`config.mk`:
```
export PLATFORM = sky130hd
export DESIGN_NAME = dbus_axi_master
export DESIGN_NICKNAME = d
export VERILOG_FILES = /design/src/rtl/dbus_axi_master.sv
export VERILOG_INCLUDE_DIRS = /design/src /design/src/rtl
export SDC_FILE = /design/constraint.sdc
export NUM_CORES = 1
export LEC_CHECK = 0
export ABC_AREA = 1
export BUFFER_PORTS_ARGS = -buffer_cell sky130_fd_sc_hd__buf_4
export CORE_MARGIN = 2
export CORE_UTILIZATION = 30
export CTS_BUF_LIST = sky130_fd_sc_hd__clkbuf_8 sky130_fd_sc_hd__clkbuf_16
export DETAILED_ROUTE_END_ITERATION = 16
export GPL_TIMING_DRIVEN = 1
export HOLD_SLACK_MARGIN = 0.06
export MAX_ROUTING_LAYER = met4
export SYNTH_ARGS = -nofsm -noshare
export SYNTH_HDL_FRONTEND = slang
export SYNTH_SLANG_ARGS = --single-unit
```
`constraint.sdc`:
```
create_clock -name ACLK -period 3.3 [get_ports ACLK]
set_input_delay 0.33 -clock ACLK [delete_from_list [all_inputs] [get_ports ACLK]]
set_output_delay 0.33 -clock ACLK [all_outputs]
set_load 0.05 [all_outputs]
```
`src/rtl/top_defines.vh`:
```
// rtl/top_defines.vh - shared AXI width and response-code macros
`ifndef TOP_DEFINES_VH
`define TOP_DEFINES_VH

`define AXI_ADDR_WIDTH 32
`define AXI_DATA_WIDTH 32
`define AXI_STRB_WIDTH 4

`define AXI_RESP_OKAY   2'b00
`define AXI_RESP_EXOKAY 2'b01
`define AXI_RESP_SLVERR 2'b10
`define AXI_RESP_DECERR 2'b11

`endif

```
`src/rtl/dbus_axi_master.sv`:
```
// rtl/dbus_axi_master.sv - core data-bus to AXI4-lite master bridge, one access in flight
// DBUS_AXI_ERR_REPORT_EN enables reporting of non-OKAY BRESP/RRESP on rsp_err.
`include "top_defines.vh"

module dbus_axi_master #(
    parameter logic [2:0] AXI_PROT = 3'b000
) (
    input  logic                        ACLK,
    input  logic                        ARESETn,
    input  logic                        req_valid,
    output logic                        req_ready,
    input  logic                        req_we,
    input  logic [`AXI_ADDR_WIDTH-1:0]  req_addr,
    input  logic [`AXI_DATA_WIDTH-1:0]  req_wdata,
    input  logic [`AXI_STRB_WIDTH-1:0]  req_wstrb,
    output logic                        rsp_valid,
    output logic [`AXI_DATA_WIDTH-1:0]  rsp_rdata,
    output logic                        rsp_err,
    output logic                        AWVALID,
    input  logic                        AWREADY,
    output logic [`AXI_ADDR_WIDTH-1:0]  AWADDR,
    output logic [2:0]                  AWPROT,
    output logic                        WVALID,
    input  logic                        WREADY,
    output logic [`AXI_DATA_WIDTH-1:0]  WDATA,
    output logic [`AXI_STRB_WIDTH-1:0]  WSTRB,
    input  logic                        BVALID,
    output logic                        BREADY,
    input  logic [1:0]                  BRESP,
    output logic                        ARVALID,
    input  logic                        ARREADY,
    output logic [`AXI_ADDR_WIDTH-1:0]  ARADDR,
    output logic [2:0]                  ARPROT,
    input  logic                        RVALID,
    output logic                        RREADY,
    input  logic [`AXI_DATA_WIDTH-1:0]  RDATA,
    input  logic [1:0]                  RRESP
);

    typedef enum logic [2:0] {
        IDLE    = 3'd0,
        WR_REQ  = 3'd1,
        WR_RESP = 3'd2,
        RD_REQ  = 3'd3,
        RD_RESP = 3'd4
    } state_t;

    state_t state;

    assign req_ready = (state == IDLE);
    assign AWPROT    = AXI_PROT;
    assign ARPROT    = AXI_PROT;

`ifndef DBUS_AXI_ERR_REPORT_EN
    logic unused_resp;
    assign unused_resp = ^{BRESP, RRESP};
    assign rsp_err     = 1'b0;
`endif

    always_ff @(posedge ACLK or negedge ARESETn) begin
        if (!ARESETn) begin
            state     <= IDLE;
            AWVALID   <= 1'b0;
            AWADDR    <= '0;
            WVALID    <= 1'b0;
            WDATA     <= '0;
            WSTRB     <= '0;
            BREADY    <= 1'b0;
            ARVALID   <= 1'b0;
            ARADDR    <= '0;
            RREADY    <= 1'b0;
            rsp_valid <= 1'b0;
            rsp_rdata <= '0;
`ifdef DBUS_AXI_ERR_REPORT_EN
            rsp_err   <= 1'b0;
`endif
        end else begin
            rsp_valid <= 1'b0;
            case (state)
                IDLE: begin
                    if (req_valid) begin
                        if (req_we) begin
                            AWADDR  <= req_addr;
                            WDATA   <= req_wdata;
                            WSTRB   <= req_wstrb;
                            AWVALID <= 1'b1;
                            WVALID  <= 1'b1;
                            state   <= WR_REQ;
                        end else begin
                            ARADDR  <= req_addr;
                            ARVALID <= 1'b1;
                            state   <= RD_REQ;
                        end
                    end
                end
                WR_REQ: begin
                    // A channel whose VALID is already low has finished its handshake.
                    if (AWREADY) AWVALID <= 1'b0;
                    if (WREADY)  WVALID  <= 1'b0;
                    if ((!AWVALID || AWREADY) && (!WVALID || WREADY)) begin
                        BREADY <= 1'b1;
                        state  <= WR_RESP;
                    end
                end
                WR_RESP: begin
                    if (BVALID) begin
                        BREADY    <= 1'b0;
                        rsp_valid <= 1'b1;
                        rsp_rdata <= '0;
`ifdef DBUS_AXI_ERR_REPORT_EN
                        rsp_err   <= (BRESP != `AXI_RESP_OKAY);
`endif
                        state     <= IDLE;
                    end
                end
                RD_REQ: begin
                    if (ARREADY) begin
                        ARVALID <= 1'b0;
                        RREADY  <= 1'b1;
                        state   <= RD_RESP;
                    end
                end
                RD_RESP: begin
                    if (RVALID) begin
                        RREADY    <= 1'b0;
                        rsp_valid <= 1'b1;
                        rsp_rdata <= RDATA;
`ifdef DBUS_AXI_ERR_REPORT_EN
                        rsp_err   <= (RRESP != `AXI_RESP_OKAY);
`endif
                        state     <= IDLE;
                    end
                end
                default: state <= IDLE;
            endcase
        end
    end

endmodule

```
==> metrics.cfg <==
[worst_setup_path]
rr_worst_depth=8
max_stage_delay_ps=460
start_kind=register
r2r_start=state[1]$_DFFE_PN0P_
crit_slowest_cell=dfrtp_1
r2r_end=WDATA[4]$_DFFE_PN0P_
critical_path_class=reg2reg
end_kind=register
cp.arrival_ps=2200
crit_required_ps=3600
r2r_setup_slack_ps=1400
cp_cell_sequence=nor3_4 > nand2_2 > nor2_8 > clkinv_2 > buf_12 > buf_4 > nand2_1 > nand2_1
crit_path_frequent_cell=nand2_1
crit_path_max_fanout=71

[route]
routed_via_density=4.33
drt-initial-drc-count=189
wl_met2_um=7100
first_pass_iters=4
top_layer_used=met4
wl_met3_um=994
routed_wl_um=15100
drc_errors=0
routedWlPerCell_um=13.9
drt-met1-wl_um=6820
ant_nets=0
vias=4718

[sta]
setup_viol=0
fin_skew_ps=6.96
period_minus_slack_ps=1900
finalWorstSetupSlack_ps=1400
rsz0062_at_grt=no
fmax_mhz=526
maxSlewHeadroom_pct=31.1
hold_viol_final=0
finalSetupTns_ps=0
min_period_over_period_pct=57.6
slew_violations=0
tightest_slew_ps=1030

[layout]
fin_nets=961
layout-drive-gt1-share_pct=35.3
seq_area_um2=3530
area_growth_pct=47.2
final_core_util_pct=45.3
design_area_um2=8230
diodes=0
num-fill-cells=1807
multi_input_area_um2=1660

[placed_design]
dpl_cell_area_um2=7600
gp_congestion=0.791
portBuffers=247
pre_cts_ws_ps=1360
dp_hpwl_um=10600

[pwr]
switchingPower_mw=5.02
p_seq_share_pct=28.8
switching_share_pct=49.1
p_leak_nw=4.62
p_per_area_nw_per_um2=1240
internal_power_mw=5.20
finalPower_mw=10.2
power_frac_clock_pct=19.5
ir_drop_uv=529
p_comb_share_pct=51.7

[floorplan]
fp.dieW_um=140
num_rows=49
ios=259
initial_utilization_pct=30.8
dieArea_um2=19700
die_h_um=140
coreArea_um2=18100

[clocking]
insertion_delay_ps=410
cts_tree=yes
cts.reportedPaths.clkPinSlew_ps=60
cts_sinks=141
cts_buffers=17
cts.root.buffer_cell=clkbuf_16
htree_levels=4
cts_buffer_depth=2
postCtsSetupBuffers=0

[synth]
ys_types=19
seq_area_frac_synth_pct=63.1
synth_common_cells=nand2_1 (258), dfrtp_1 (141), inv_1 (47)
yosys_most_used_dff=dfrtp_1
yosys.area.top_type=dfrtp_1
synth_edf_count=0
yosys-top-cells-area=dfrtp_1 (63%), nand2_1 (17%), nand3_1 (3.9%), inv_1 (3.2%), o21ai_0 (3.0%)
synthMostInstantiatedCell=nand2_1
netlist_area_um2=5590
syn_area_per_cell_um2=9.27
ys_async_sr_fraction_pct=100
yosys_register_bits=141
synth_top_area_share_pct=63.1
synth_cells=603
yosys_warnings=0

[hold_path]
hp-class=in2reg
worstHoldStart=req_wdata[7]
holdPathEnd=WDATA[7]$_DFFE_PN0P_
worstHoldPathCells=3

[global_routing]
grt-ovfl-total=0
antenna_found_initial=0
grt_pass1_wl_um=24500
grt_pass1_vias=4638
groute.usage.overall_pct=16.2
grt_start_max_net_pins=75

[job]
max-cap-violations=0

[run_status]
run_status=completed

-- critical path, delay by kind of cell (launching register included) --
family	cells	cell delay (ps)
AND/OR/NAND/NOR	5	700
buffers and inverters	3	600
flip-flops	1	460
-- cells in the final DEF, fill, tap and decap left out, drive strengths merged --
cell type	Yosys	routed
nand3	43	43
clkinv	0	5
dfrtp	141	141
nor3	1	1
o21ai	64	64
dlygate4sd3	0	1
nand2	259	259
nor2	6	6
clkinvlp	0	3
inv	48	50
nand3b	1	1
conb	1	7
bufinv	0	3
a21boi	2	2
clkbuf	12	19
buf	25	256
-- metrics by stage --
stage	instances	hold WS, ps
3_3_place_gp	1057	401
5_1_grt	1090	95.5
2_1_floorplan	609	34.4
6_report	1090	110
3_5_place_dp	1057	399
4_1_cts	1090	89.8
-- sequential cells by signal (all words and copies together) (netlist names) --
name / count
ARADDR: 32
ARVALID: 1
AWADDR: 32
AWVALID: 1
BREADY: 1
RREADY: 1
WDATA: 32
WSTRB: 4
WVALID: 1
rsp_rdata: 32
rsp_valid: 1
state: 3
-- layout make-up --
| class | count | share of cell area, % |
|---|---|---|
| Multi-Input combinational cell | 383 | 20.2 |
| Sequential cell | 141 | 42.9 |
| Tap cell | 229 | 3.48 |
| Inverter | 48 | 2.21 |
| Clock inverter | 13 | 2.01 |
| Clock buffer | 19 | 5.51 |
| Timing Repair Buffer | 257 | 23.7 |
-- logic make-up (layout without fill, tap and decap cells) --
group           Yosys count  in the layout  synth area share, %
simple gates            310            310                 22.4
flops                   141            141                 63.1
buf+inv                  85            337                 7.59
compound gates           66             66                 6.81
other cells               1              7               0.0671
-- worst max path at each step --
stage	from	endpoint	cells past startpoint
after floorplan	state[1]$_DFFE_PN0P_	AWADDR[10]$_DFFE_PN0P_	8
after global placement	state[1]$_DFFE_PN0P_	WSTRB[1]$_DFFE_PN0P_	8
after detailed placement	state[1]$_DFFE_PN0P_	WDATA[4]$_DFFE_PN0P_	8
after CTS	state[1]$_DFFE_PN0P_	WDATA[4]$_DFFE_PN0P_	8
after global routing	state[1]$_DFFE_PN0P_	rsp_rdata[3]$_DFFE_PN0P_	5
final	state[1]$_DFFE_PN0P_	WDATA[4]$_DFFE_PN0P_	8
-- power groups by stage --
stage,Clock (mW),Sequential (mW),Combinational [mW]
after floorplan,0,5.57,1.01
after global placement,0,2.94,5.31
after detailed placement,0,2.95,5.35
after CTS,2.04,2.95,5.35
after global routing,2.13,3.05,5.59
final,2.00,2.94,5.28
-- per-layer routing --
layer	vias to the layer above	track usage, %
li1	2352	-
met1	2184	20.8
met2	168	25.2
met3	14	4.34
met4	0	5.26
met5	-	-
-- repair_timing --
action                    CTS  global route
hold endpoints to repair   71             0
hold buffers                1             0
resized for setup           0             0
Note: power is estimated with default switching activity, not from simulation.
